**src/rtl/i2c_eeprom_slave_if.sv**
```systemverilog
// I2C slave bit-level front-end: synchronised and filtered SCL/SDA, START/STOP
// detection, address match, ACK generation and byte-wide read/write handshake.
module i2c_eeprom_slave_if #(
  parameter logic [6:0]  DEV_ADDR   = 7'h50,
  parameter int unsigned FILTER_LEN = 3
) (
  input  logic       clk,
  input  logic       rst_n,
  input  logic       scl_i,
  input  logic       sda_i,
  output logic       sda_oe,
  output logic [7:0] byte_o,
  output logic       byte_vld,
  output logic       first_o,
  input  logic [7:0] rd_data_i,
  output logic       rd_req,
  output logic       start_o,
  output logic       stop_o,
  output logic       busy
);

  typedef enum logic [2:0] {
    IDLE, ADDR, ADDR_ACK, WR_BYTE, WR_ACK, RD_BYTE, RD_ACK, IGNORE
  } state_t;

  localparam logic [2:0] FLT_MAX = 3'(FILTER_LEN - 1);

  logic [1:0] scl_sync, sda_sync;
  logic [2:0] scl_cnt, sda_cnt;
  logic       scl_f, sda_f, scl_fd, sda_fd;
  logic       scl_rise, scl_fall, start_det, stop_det;

  state_t     state, state_nx;
  logic [2:0] cnt, cnt_nx;
  logic [7:0] shreg, shreg_nx;
  logic       ack_rise, ack_rise_nx;
  logic       rw, rw_nx;
  logic       first_flag, first_flag_nx;
  logic       oe_nx, vld_nx, first_nx, start_nx, stop_nx, busy_nx;
  logic [7:0] byte_nx;

  // Filtered level only follows the synchronised line after FILTER_LEN
  // consecutive disagreeing samples.
  always_ff @(posedge clk) begin
    if (!rst_n) begin
      scl_sync <= '1;
      sda_sync <= '1;
      scl_cnt  <= '0;
      sda_cnt  <= '0;
      scl_f    <= 1'b1;
      sda_f    <= 1'b1;
      scl_fd   <= 1'b1;
      sda_fd   <= 1'b1;
    end else begin
      scl_sync <= {scl_sync[0], scl_i};
      sda_sync <= {sda_sync[0], sda_i};
      scl_fd   <= scl_f;
      sda_fd   <= sda_f;
      if (scl_sync[1] == scl_f) begin
        scl_cnt <= '0;
      end else if (scl_cnt == FLT_MAX) begin
        scl_f   <= scl_sync[1];
        scl_cnt <= '0;
      end else begin
        scl_cnt <= scl_cnt + 3'd1;
      end
      if (sda_sync[1] == sda_f) begin
        sda_cnt <= '0;
      end else if (sda_cnt == FLT_MAX) begin
        sda_f   <= sda_sync[1];
        sda_cnt <= '0;
      end else begin
        sda_cnt <= sda_cnt + 3'd1;
      end
    end
  end

  assign scl_rise  = scl_f & ~scl_fd;
  assign scl_fall  = ~scl_f & scl_fd;
  assign start_det = scl_f & scl_fd & sda_fd & ~sda_f;
  assign stop_det  = scl_f & scl_fd & ~sda_fd & sda_f;

  always_ff @(posedge clk) begin
    if (!rst_n) begin
      state      <= IDLE;
      cnt        <= '0;
      shreg      <= '0;
      ack_rise   <= 1'b0;
      rw         <= 1'b0;
      first_flag <= 1'b0;
      sda_oe     <= 1'b0;
      byte_o     <= '0;
      byte_vld   <= 1'b0;
      first_o    <= 1'b0;
      start_o    <= 1'b0;
      stop_o     <= 1'b0;
      busy       <= 1'b0;
    end else begin
      state      <= state_nx;
      cnt        <= cnt_nx;
      shreg      <= shreg_nx;
      ack_rise   <= ack_rise_nx;
      rw         <= rw_nx;
      first_flag <= first_flag_nx;
      sda_oe     <= oe_nx;
      byte_o     <= byte_nx;
      byte_vld   <= vld_nx;
      first_o    <= first_nx;
      start_o    <= start_nx;
      stop_o     <= stop_nx;
      busy       <= busy_nx;
    end
  end

  always_comb begin
    state_nx      = state;
    cnt_nx        = cnt;
    shreg_nx      = shreg;
    ack_rise_nx   = ack_rise;
    rw_nx         = rw;
    first_flag_nx = first_flag;
    oe_nx         = sda_oe;
    byte_nx       = byte_o;
    busy_nx       = busy;
    vld_nx        = 1'b0;
    first_nx      = 1'b0;
    start_nx      = 1'b0;
    stop_nx       = 1'b0;
    rd_req        = 1'b0;

    if (stop_det) begin
      state_nx = IDLE;
      oe_nx    = 1'b0;
      stop_nx  = 1'b1;
      busy_nx  = 1'b0;
    end else if (start_det) begin
      state_nx = ADDR;
      cnt_nx   = '0;
      oe_nx    = 1'b0;
      start_nx = 1'b1;
      busy_nx  = 1'b1;
    end else begin
      unique case (state)
        IDLE: ;
        ADDR: if (scl_rise) begin
          shreg_nx = {shreg[6:0], sda_f};
          cnt_nx   = cnt + 3'd1;
          if (cnt == 3'd7) begin
            if (shreg[6:0] == DEV_ADDR) begin
              state_nx    = ADDR_ACK;
              rw_nx       = sda_f;
              ack_rise_nx = 1'b0;
            end else begin
              state_nx = IGNORE;
            end
          end
        end
        // Both ACK states: drive on the first fall, release on the fall that
        // follows the 9th rise; a read address loads the first TX byte there.
        ADDR_ACK, WR_ACK: begin
          if (scl_rise) begin
            ack_rise_nx = 1'b1;
          end else if (scl_fall) begin
            if (!ack_rise) begin
              oe_nx = 1'b1;
            end else if (state == ADDR_ACK && rw) begin
              rd_req   = 1'b1;
              oe_nx    = ~rd_data_i[7];
              shreg_nx = {rd_data_i[6:0], 1'b0};
              cnt_nx   = 3'd1;
              state_nx = RD_BYTE;
            end else begin
              oe_nx    = 1'b0;
              cnt_nx   = '0;
              state_nx = WR_BYTE;
              if (state == ADDR_ACK) first_flag_nx = 1'b1;
            end
          end
        end
        WR_BYTE: if (scl_rise) begin
          shreg_nx = {shreg[6:0], sda_f};
          cnt_nx   = cnt + 3'd1;
          if (cnt == 3'd7) begin
            byte_nx       = {shreg[6:0], sda_f};
            vld_nx        = 1'b1;
            first_nx      = first_flag;
            first_flag_nx = 1'b0;
            ack_rise_nx   = 1'b0;
            state_nx      = WR_ACK;
          end
        end
        // cnt counts bits already driven; wrapping to 0 means all 8 are out.
        RD_BYTE: if (scl_fall) begin
          if (cnt == 3'd0) begin
            oe_nx       = 1'b0;
            ack_rise_nx = 1'b0;
            state_nx    = RD_ACK;
          end else begin
            oe_nx    = ~shreg[7];
            shreg_nx = {shreg[6:0], 1'b0};
            cnt_nx   = cnt + 3'd1;
          end
        end
        RD_ACK: begin
          if (scl_rise) begin
            if (sda_f) state_nx = IGNORE;
            else       ack_rise_nx = 1'b1;
          end else if (scl_fall && ack_rise) begin
            rd_req   = 1'b1;
            oe_nx    = ~rd_data_i[7];
            shreg_nx = {rd_data_i[6:0], 1'b0};
            cnt_nx   = 3'd1;
            state_nx = RD_BYTE;
          end
        end
        IGNORE: oe_nx = 1'b0;
        default: state_nx = IDLE;
      endcase
    end
  end

endmodule

```
**config.mk**
```make
export PLATFORM = sky130hd
export DESIGN_NAME = i2c_eeprom_slave_if
export DESIGN_NICKNAME = d
export VERILOG_FILES = /design/src/rtl/i2c_eeprom_slave_if.sv
export SDC_FILE = /design/constraint.sdc
export NUM_CORES = 1
export LEC_CHECK = 0
export BUFFER_PORTS_ARGS = -buffer_cell sky130_fd_sc_hd__clkbuf_2
export CAP_MARGIN = 40
export CORE_UTILIZATION = 37
export CTS_CLUSTER_SIZE = 25
export DETAILED_ROUTE_END_ITERATION = 10
export PLACE_DENSITY = 0.66
export SETUP_SLACK_MARGIN = 0.3
export SYNTH_ARGS = -nofsm -noshare
export SYNTH_HDL_FRONTEND = slang
export SYNTH_SLANG_ARGS = --single-unit
```
**constraint.sdc**
```tcl
create_clock -name clk -period 1.59 [get_ports clk]
set_input_delay 0.2385 -clock clk [delete_from_list [all_inputs] [get_ports clk]]
set_output_delay 0.2385 -clock clk [all_outputs]
set_load 0.01 [all_outputs]
```
Word level (Yosys, flattened, before mapping)
Cells that the tools add are included.
{"block": "op_classes", "mul": 0, "shifts": 0, "add_sub_neg": 3, "bitwise": 21, "div": 0, "n_mux": 75, "reduce_logical": 28, "eq_ne": 50, "n_lt_le_gt_ge": 0}
{"cell": "8-bit 2-to-1 mux", "count": 9}
{"cell": "3-bit 2-to-1 mux", "count": 23}
{"cell": "3-bit != test, second input constant", "count": 14}
{"cell": "2-bit != test, second input constant", "count": 19}
{"cell": "1-bit 2-to-1 mux", "count": 36}
{"cell": "12-bit AND reduction", "count": 3}
{"cell": "8-bit one-hot mux with 4 select lines", "count": 1}
{"cell": "10-bit AND reduction", "count": 2}
{"cell": "3-bit == test, second input constant", "count": 5}
{"cell": "3-bit one-hot mux with 5 select lines", "count": 1}
{"cell": "1-bit inverter", "count": 14}
{"cell": "13-bit AND reduction", "count": 1}
{"cell": "3-bit by 2-bit == test with 1-bit output, second input constant", "count": 4}
{"cell": "3-bit one-hot mux with 4 select lines", "count": 1}
{"cell": "6-bit AND reduction", "count": 2}
{"cell": "5-bit nonzero test", "count": 2}
{"cell": "3-bit by 1-bit adder with 3-bit output, second input constant", "count": 3}
{"cell": "3-bit OR reduction", "count": 3}
{"cell": "4-bit != test, second input constant", "count": 2}
{"cell": "4-bit nonzero test", "count": 2}
{"cell": "1-bit bitwise AND", "count": 7}
{"cell": "7-bit == test, second input constant", "count": 1}
{"cell": "6-bit nonzero test", "count": 1}
{"cell": "2-bit OR reduction", "count": 3}
{"cell": "14 further kinds", "count": 18}
{"block": "totals", "word_cells": 199, "regBits": 45, "mem_bits_rw": 0, "latchBits": 0, "input_bits": 12, "output_inout_bits": 15, "memories": 0, "romBits": 0}

Longest topological paths before layout
Gate-level depths: netlist of the first run.
{"block": "depth", "ltp_word": 9, "ltp_mapped": 8}

Worst setup path before layout of the first run
No wires, ideal clock.
{"block": "synth_timing", "path_kind": "flip-flop to flip-flop", "startpoint": "reg shreg[2]", "endpoint": "reg ack_rise", "t_arrival_ns": 1.612, "setup_slack_ns": -0.151, "required_time_ns": 1.461, "path_stages_with_launch": 6, "setup_time_ns": 0.129, "path_buffers": 0, "cell_sequence": "dfxtp_1 > or4b_4 > nor4b_4 > o31ai_1 > nor4_2 > nor4_2"}
{"block": "synth_between", "elab_chain_len": 3}
{"item": "start, declared", "line": "35", "rtl": "logic [7:0] shreg, shreg_nx;"}
{"item": "start signal, assigned", "line": "101", "rtl": "shreg <= shreg_nx;"}
{"item": "7-bit == test", "line": "149", "rtl": "if (shreg[6:0] == DEV_ADDR) begin"}
{"item": "2-bit != test (no source line)"}
{"item": "13-bit AND reduction (no source line)"}
{"item": "end signal, assigned", "line": "102", "rtl": "ack_rise <= ack_rise_nx;"}
{"item": "end, declared", "line": "36", "rtl": "logic ack_rise, ack_rise_nx;"}
Every way passes these cells.
A chain may end at the register's enable or synchronous reset.

Final worst setup path of the first run
Same ends and word-level chain as after synthesis.

==> results of run 1 <==
[layout by cell type, fill, tap and decap left out, drive strengths merged, types with 2 or more instances in the layout]
cell type,instances
a211oi,3
a21oi,12
a2bb2oi,2
a311oi,8
and2,3
and3,3
buf,65
clkbuf,31
dfxtp,45
ha,7
inv,12
mux2i,18
nand2,19
nand2b,12
nand3,10
nand4,2
nor2,27
nor2b,5
nor3,4
nor4,2
o211ai,3
o21a,2
o21ai,8
o21bai,2
o22ai,5
o2bb2ai,3
xor2,3
[cells by family after synthesis]
family          after synthesis  share of synthesized area [%]
xor+xnor                      3                           1.16
buf+inv                      29                           5.49
compound gates               60                           19.3
simple gates                 94                           22.2
mux                          18                           7.98
flops                        45                           39.9
fa+ha+maj                     7                           3.88
[metal layers]
| layer | routed length, µm | vias up | GRT usage [%] |
|---|---|---|---|
| met1 | 2920 | 1038 | 27.5 |
| li1 | - | 1075 | - |
| met3 | 268 | 12 | 3.86 |
| met4 | 87 | 0 | 5.89 |
| met5 | 0 | - | 0 |
| met2 | 3010 | 63 | 34.0 |
[how the worst max path moves through the flow]
stage	from	end	slack, ns	cells past startpoint
4_1_cts	shreg[2]	ack_rise	-0.21	6
3_3_place_gp	shreg[2]	state[0]	-0.21	5
2_1_floorplan	shreg[2]	ack_rise	-0.15	5
5_1_grt	shreg[2]	ack_rise	-0.31	6
6_report	shreg[2]	ack_rise	-0.26	6
3_5_place_dp	shreg[2]	ack_rise	-0.28	5
[state kept, by name, summed over array words and instances, names as in the netlist]
signal and count:
byte_o 8, first_flag 1, sda_f 1, start_o 1, sda_cnt 3, byte_vld 1, scl_fd 1, sda_sync 2
cnt 3, first_o 1, sda_fd 1, rw 1, scl_f 1, sda_oe 1, scl_sync 2, stop_o 1
busy 1, scl_cnt 3, state 3, shreg 8, ack_rise 1
[what timing repair did]
action / CTS / global route
pin swaps: 16 / 9
cloned: 4 / 0
endpoints found under the setup margin: 29 / 29
gates resized for setup: 52 / 15
endpoints found under the hold margin: 0 / 0
setup buffers: 14 / 4
[power groups by stage]
stage | Clock (mW) | Combinational, mW | Sequential (mW)
global route | 0.790 | 0.0859 | 1.13
CTS | 0.753 | 0.0773 | 1.13
global placement | 0 | 0.0721 | 1.16
detailed placement | 0 | 0.0724 | 1.16
finish | 0.736 | 0.0785 | 1.13
floorplan | 0 | 0.0409 | 1.16
[stage by stage]
| step | area [µm²] | TNS [ns] |
|---|---|---|
| floorplan | 2420 | -0.433 |
| global placement | 2860 | -0.765 |
| detailed placement | 2860 | -0.924 |
| CTS | 3300 | -0.658 |
| global route | 3380 | -1.18 |
| finish | 3380 | -0.790 |
[worst max-delay path: stages (launching register included)]
cell,delay [ns]
dfxtp_2,0.33
or4b_4,0.54
nor4b_4,0.21
buf_4,0.17
a2bb2oi_2,0.15
a31oi_1,0.13
nor4_2,0.24
[area by class of cell]
type / count / area share, %
clock buffer: 6 / 2.45
tap: 75 / 2.78
clock inverter: 1 / 0.185
sequential: 45 / 27.3
multi-input combinational: 182 / 44.4
timing repair buffer: 90 / 21.2
inverter: 12 / 1.70
==> metrics.txt, run 1 <==
hold endpoint=sda_sync[0]; first-pass GRT wire length=about 10 mm; power per cell area=576 nW/µm²; Required @ worst endpoint=1.80 ns; synth warn=0; Netlist Area Pre-Place=roughly 2300 µm²; Seq/Total Area, Yosys=39.9%; Syn-to-layout area delta=49.6%; Async S/R FF share, synth=0%; pre-CTS WS=-0.278 ns; crit path capture type=register; number of global-route vias before repair=2151; Yosys reg bits=45; ys flop type=dfxtp_1; final setup margin=-0.258 ns; Sw Share=22.6%; Residual DRC=0; hold crit path type=input pin to register; initial antenna violation count=0; die area=6420 µm²; max frequency=approximately 0.54 GHz; Syn Area/Cell=8.82 µm²; Power Total=1.95 mW; Slew Viols, Final=0; IO buf count=26; crit path DAT=2.06 ns; clock share of power=a little under two fifths; internal power=1.51 mW; Initial Util=38.4%; hold bufs inserted after CTS=0; distinct cell type count after synthesis=50; Post-Synthesis Cells=~260; RSZ-0062 raised after global routing=yes; number of diodes=0; pin count of the biggest net entering global routing=21; Overall Global Routing Usage=20.7%; via count=2188; Iter 0 DRT Violations=199; clock latency on the worst-skew pair=around 0.3 ns; gpl congestion=0.867; failing checks=negative setup slack; CP startpoint kind=register; peak supply drop=0.000369 V; I/O pin count=27; Routed WL per cell=15.3 µm; synth top area cells=dfxtp_1, mux2i_1, nor2_1; combinational share of power=4.0%; Die Y=80.1 µm; kind of critical path=register to register; count of maximum capacitance violations=0; Detailed Place HPWL=3.95 mm; DRT Pass-1 Iters=4; Final Non-Filler Cells=411; RR Startpoint=shreg[2]; Remaining Overflow, GRT=0; cell count of the worst hold path=2; worst reg2reg endpoint=ack_rise; Final nets=355; leading area contributor after synthesis=dfxtp_1; Commonest cells post-synth=dfxtp_1, nor2_1, nand2_1; Slew @ Worst Pin=~0.43 ns; Layout Utilization=57.4%; Total Wirelength=approximately 6.3 mm; flop-to-flop setup slack=-0.26 ns; final period utilization=116%; CTS root buffer=clkbuf_8; Switch Pwr=0.439 mW; CTS tree=built; CP Max Fanout=5; leak pwr=1.45 nW; dominant cell by count in the synthesized netlist=dfxtp_1; Flop pwr share=58.2%; DRT antenna net count=0; run status=finished with violations; worst rel slew slack=70.9%; num rows=28; Filler Cell Count=504; vias per std cell=approximately 5.3; Hold Violations, Final=0; CTS buffer count=5; clock buffer depth=2; WHS=0.120 ns; FF-to-FF path depth=6; H-tree levels=2; area taken by multi-input logic gates=1500 µm²; Setup-failing EPs final=4; Core Region=between 5000 and 6000 µm²; syn nets=275; HP Start=sda_i; Post-synth EDFFs=0; Register Area=921 µm²; placed instance count=~380; Setup Skew=0.00671 ns; post-synth top area share=39.9%; clock-pin slew on the worst setup and hold paths=0.08 ns; clk sinks=45; share of cells above drive strength 1=~46%; fin crit period=1.85 ns; Die X=80.1 µm
(Power assumes the default switching activity.)
==> inputs of run 2 (changes only) <==
--- a/config.mk
+++ b/config.mk
@@ -10,6 +10,7 @@
 export CORE_UTILIZATION = 37
 export CTS_CLUSTER_SIZE = 25
 export DETAILED_ROUTE_END_ITERATION = 10
+export GPL_TIMING_DRIVEN = 0
 export PLACE_DENSITY = 0.66
 export SETUP_SLACK_MARGIN = 0.3
 export SYNTH_ARGS = -nofsm -noshare
==> metrics.txt, run 2 (same netlist as run 1, synthesis figures left out) <==
vias per std cell=5.59; run status=finished with violations; number of diodes=0; leak pwr=1.47 nW; clock buffer depth=2; share of cells above drive strength 1=around half; CTS buffer count=5; Core Region=5890 µm²; pin count of the biggest net entering global routing=15; first-pass GRT wire length=about 11 mm; failing checks=negative setup slack; CTS tree=built; CP Max Fanout=5; peak supply drop=between 0.0004 and 0.0005 V; Residual DRC=0; fin crit period=1.82 ns; Detailed Place HPWL=3.88 mm; pre-CTS WS=-0.366 ns; Die Y=80.1 µm; H-tree levels=2; crit path capture type=register; Syn-to-layout area delta=54.0%; Iter 0 DRT Violations=196; commonest non-fill, non-tap cell in the layout=dfxtp_1; Setup-failing EPs final=16; Hold Violations, Final=0; Initial Util=a little under two fifths; Register Area=917 µm²; Sw Share=21.9%; hold bufs inserted after CTS=0; RSZ-0062 raised after global routing=yes; internal power=1.68 mW; placed instance count=~360; Required @ worst endpoint=1.77 ns; Remaining Overflow, GRT=0; area taken by multi-input logic gates=about 1600 µm²; power per cell area=approximately 600 nW/µm²; Largest regs=byte_o x8, shreg x8; Die X=80.1 µm; FF-to-FF path depth=6; clock-pin slew on the worst setup and hold paths=approximately 0.090 ns; hold crit path type=input pin to register; CTS root buffer=clkbuf_8; die area=6420 µm²; worst rel slew slack=65.3%; via count=2292; count of maximum capacitance violations=0; final setup margin=-0.234 ns; IO buf count=26; Slew @ Worst Pin=approximately 0.52 ns; combinational share of power=4.0%; kind of critical path=register to register; Final Non-Filler Cells=410; Overall Global Routing Usage=22.3%; I/O pin count=27; Flop pwr share=52.8%; Switch Pwr=approximately 0.47 mW; number of global-route vias before repair=2156; Setup Skew=0.00836 ns; commonest cells after routing, fill and taps aside=dfxtp_1, buf_4, clkbuf_2; Power Total=~2.1 mW; clock share of power=43.2%; final period utilization=115%; Setup TNS Final=-1.13 ns; CP startpoint kind=register; Routed WL per cell=17.0 µm; Slew Viols, Final=0; initial antenna violation count=0; DRT Pass-1 Iters=4; Final nets=around 350; clock latency on the worst-skew pair=between 0.3 and 0.4 ns; max frequency=0.548 GHz; num rows=28; DRT antenna net count=0; cell count of the worst hold path=2; clk sinks=45; Filler Cell Count=484; gpl congestion=roughly 0.92; Total Wirelength=roughly 7 mm; crit path DAT=2.01 ns
==> run 2: layer usage <==
layer  part of all wire [%]  wire length, µm  up-vias  track usage [%]
met1                     44             3050     1103             29.1
met3                    6.3              437       15             5.11
li1                       -                -     1081                -
met4                    1.7              121        0             10.4
met2                     48             3350       93             34.6
met5                      0                0        -                0
==> run 2: stage by stage <==
stage | hold WS (ns) | util (%) | cell area, µm²
after CTS | 0.105 | 56.8 | 3350
after global placement | 0.389 | 44.9 | 2640
after floorplan | 0.312 | - | 2420
final | 0.107 | 59.1 | 3480
after global routing | 0.113 | 59.1 | 3480
after detailed placement | 0.401 | 44.9 | 2640
==> run 2: path summary, 6_finish.rpt <==
kind            endpoint  slack, ns        start
min          scl_sync[0]       0.11        scl_i
max                   rw      -0.23     shreg[1]
min reg2reg  sda_sync[1]       0.42  sda_sync[0]
max reg2reg           rw      -0.23     shreg[1]
==> run 2: area by class of cell <==
| type | instances | share of cell area (%) |
|---|---|---|
| multi-input combinational | 182 | 45.5 |
| sequential | 45 | 26.4 |
| timing repair buffer | 71 | 15.4 |
| buffer | 17 | 4.89 |
| tap | 75 | 2.70 |
| clock buffer | 6 | 2.37 |
| inverter | 12 | 1.73 |
| clock inverter | 2 | 1.04 |
==> run 2: what timing repair did <==
action,CTS,global route
endpoints found under the setup margin,27,29
hold endpoints to repair,0,0
gates resized for setup,69,19
buffers inserted,34,7
pin swaps,44,20
gates cloned,4,0
==> run 2: worst max-delay path, cell delays in order (launching register included) <==
cell     delay (ns)
dfxtp_2        0.33
or4b_4         0.54
nor4b_4        0.23
buf_6          0.16
and4_1         0.19
mux2i_1        0.20
nor2_1         0.05
==> run 2: power groups by stage <==
stage	registers (mW)	clock network (mW)	logic, mW
finish	1.14	0.928	0.0863
global route	1.14	0.982	0.0938
CTS	1.14	0.941	0.0815
detailed placement	1.16	0	0.0696
global placement	1.16	0	0.0695
floorplan	1.16	0	0.0409
==> inputs of run 3 (changes only) <==
--- a/config.mk
+++ b/config.mk
@@ -12,7 +12,6 @@
 export DETAILED_ROUTE_END_ITERATION = 10
 export GPL_TIMING_DRIVEN = 0
 export PLACE_DENSITY = 0.66
-export SETUP_SLACK_MARGIN = 0.3
 export SYNTH_ARGS = -nofsm -noshare
 export SYNTH_HDL_FRONTEND = slang
 export SYNTH_SLANG_ARGS = --single-unit
==> metrics.txt, run 3 (same netlist as run 1, synthesis figures left out) <==
run status=finished with violations; failing checks=negative setup slack; Filler Cell Count=around 540; max incr delay on CP=0.55 ns; commonest non-fill, non-tap cell in the layout=dfxtp_1; Top cell by count, worst path=buf_4; vias per std cell=5.51; Met3 Wirelength=400 µm; Critical-path top delay cell=or4b_4; CTS buffer count=5; Required @ worst endpoint=1.76 ns; hold bufs inserted after CTS=0; Slew Viols, Final=0; Register Area=911 µm²; M1 wire length=~2.6 mm; I/O pin count=27; clk sinks=45; Core Region=between 5000 and 6000 µm²; Setup Skew=0.00981 ns; worst path bufs/invs=2; fin crit period=around 2 ns; share of cells above drive strength 1=36.1%; top cell family by delay on the critical path=simple AND/OR/NAND/NOR gates; Max Used Layer=met4; crit path DAT=2.13 ns; IO buf count=26; via count=2153; Overall Global Routing Usage=around a fifth; clock latency on the worst-skew pair=slightly above 0.3 ns; CP Max Fanout=3; RSZ-0062 raised after global routing=yes; number of global-route vias before repair=1971; power per cell area=742 nW/µm²; pin count of the biggest net entering global routing=15; Routed WL per cell=15.4 µm; Residual DRC=0; DRT antenna net count=0; Initial Util=about two fifths; clock-pin slew on the worst setup and hold paths=0.09 ns; H-tree levels=2; num rows=28; Die Y=80.1 µm; Syn-to-layout area delta=33.2%; Hold Violations, Final=0; initial antenna violation count=0; count of maximum capacitance violations=0; Final nets=334; worst rel slew slack=66.6%; die area=6420 µm²; number of diodes=0; pre-CTS WS=-0.430 ns; leak pwr=1.30 nW; CP startpoint kind=register; first-pass GRT wire length=9.55 mm; CTS tree=built; final setup margin=-0.369 ns; flop-to-flop setup slack=-0.37 ns; Iter 0 DRT Violations=about 260; gpl congestion=0.961; Detailed Place HPWL=3.79 mm; hold crit path type=input pin to register; crit path capture type=register; DR WL met2=2.77 mm; commonest cells after routing, fill and taps aside=dfxtp_1, buf_4, clkbuf_2; max frequency=0.510 GHz; DRT Pass-1 Iters=7; CTS root buffer=clkbuf_8; Layout Utilization=51.1%; Die X=80.1 µm; clock buffer depth=2; Critical Path, Cell by Cell=or4b_4 > nor4b_4 > buf_4 > o21ai_2 > nor4_2 > buf_4 > a311oi_2; kind of critical path=register to register; final period utilization=123%; Remaining Overflow, GRT=0; Setup TNS Final=-2.26 ns; Total Wirelength=6.01 mm; Slew @ Worst Pin=0.501 ns; peak supply drop=~0.00036 V; Setup-failing EPs final=16; Largest regs=byte_o x8, shreg x8; area taken by multi-input logic gates=about 1400 µm²
[run 3: final timing paths]
| path | startpoint | end | cells past startpoint |
|---|---|---|---|
| setup reg to reg | shreg[1] | state[0] | 7 |
| setup / recovery | shreg[1] | state[0] | 7 |
| hold reg to reg | scl_sync[0] | scl_sync[1] | 1 |
| hold / removal | scl_i | scl_sync[0] | 2 |
[run 3: layout make-up]
type / instances / share of cell area (%)
Sequential cell: 45 / 30.3
Timing Repair Buffer: 52 / 11.2
Buffer: 17 / 4.16
Inverter: 12 / 1.66
Tap cell: 75 / 3.12
Multi-Input combinational cell: 182 / 45.2
Clock buffer: 5 / 2.29
Clock inverter: 3 / 2.16
[run 3: worst register-to-register path: cells and delay by family, from the launching register on]
family,cells,cell delay (ns)
simple gates,3,1.03
compound gates,2,0.10
flops,1,0.33
buf+inv,2,0.36
[run 3: metal layers]
layer / track usage (%) / vias to the layer above
li1: - / 1033
met1: 25.3 / 1002
met2: 30.2 / 91
met3: 4.43 / 27
met4: 9.11 / 0
met5: 0 / -
[run 3: stage by stage]
stage | hold slack (ns) | cell area (µm²) | instances | power (mW)
floorplan | 0.312 | 2270 | 256 | 1.20
global route | 0.126 | 3010 | 391 | 2.31
finish | 0.116 | 3010 | 391 | 2.23
detailed placement | 0.398 | 2490 | 357 | 1.23
CTS | 0.112 | 2870 | 383 | 2.25
global placement | 0.388 | 2490 | 357 | 1.23
[run 3: what timing repair did]
item                       CTS  global route
pin swaps                   13            15
gates resized for setup     39            21
gates cloned                 2             0
buffers inserted            16             8
setup endpoints to repair   17            24
[run 3: power breakdown]
group | total [mW] | internal (mW) | leakage (nW) | switching, mW
Combinational | 0.0738 | 0.0300 | 0.864 | 0.0438
Clock | 1.02 | 0.624 | 0.0681 | 0.394
Sequential | 1.14 | 1.13 | 0.367 | 0.00445
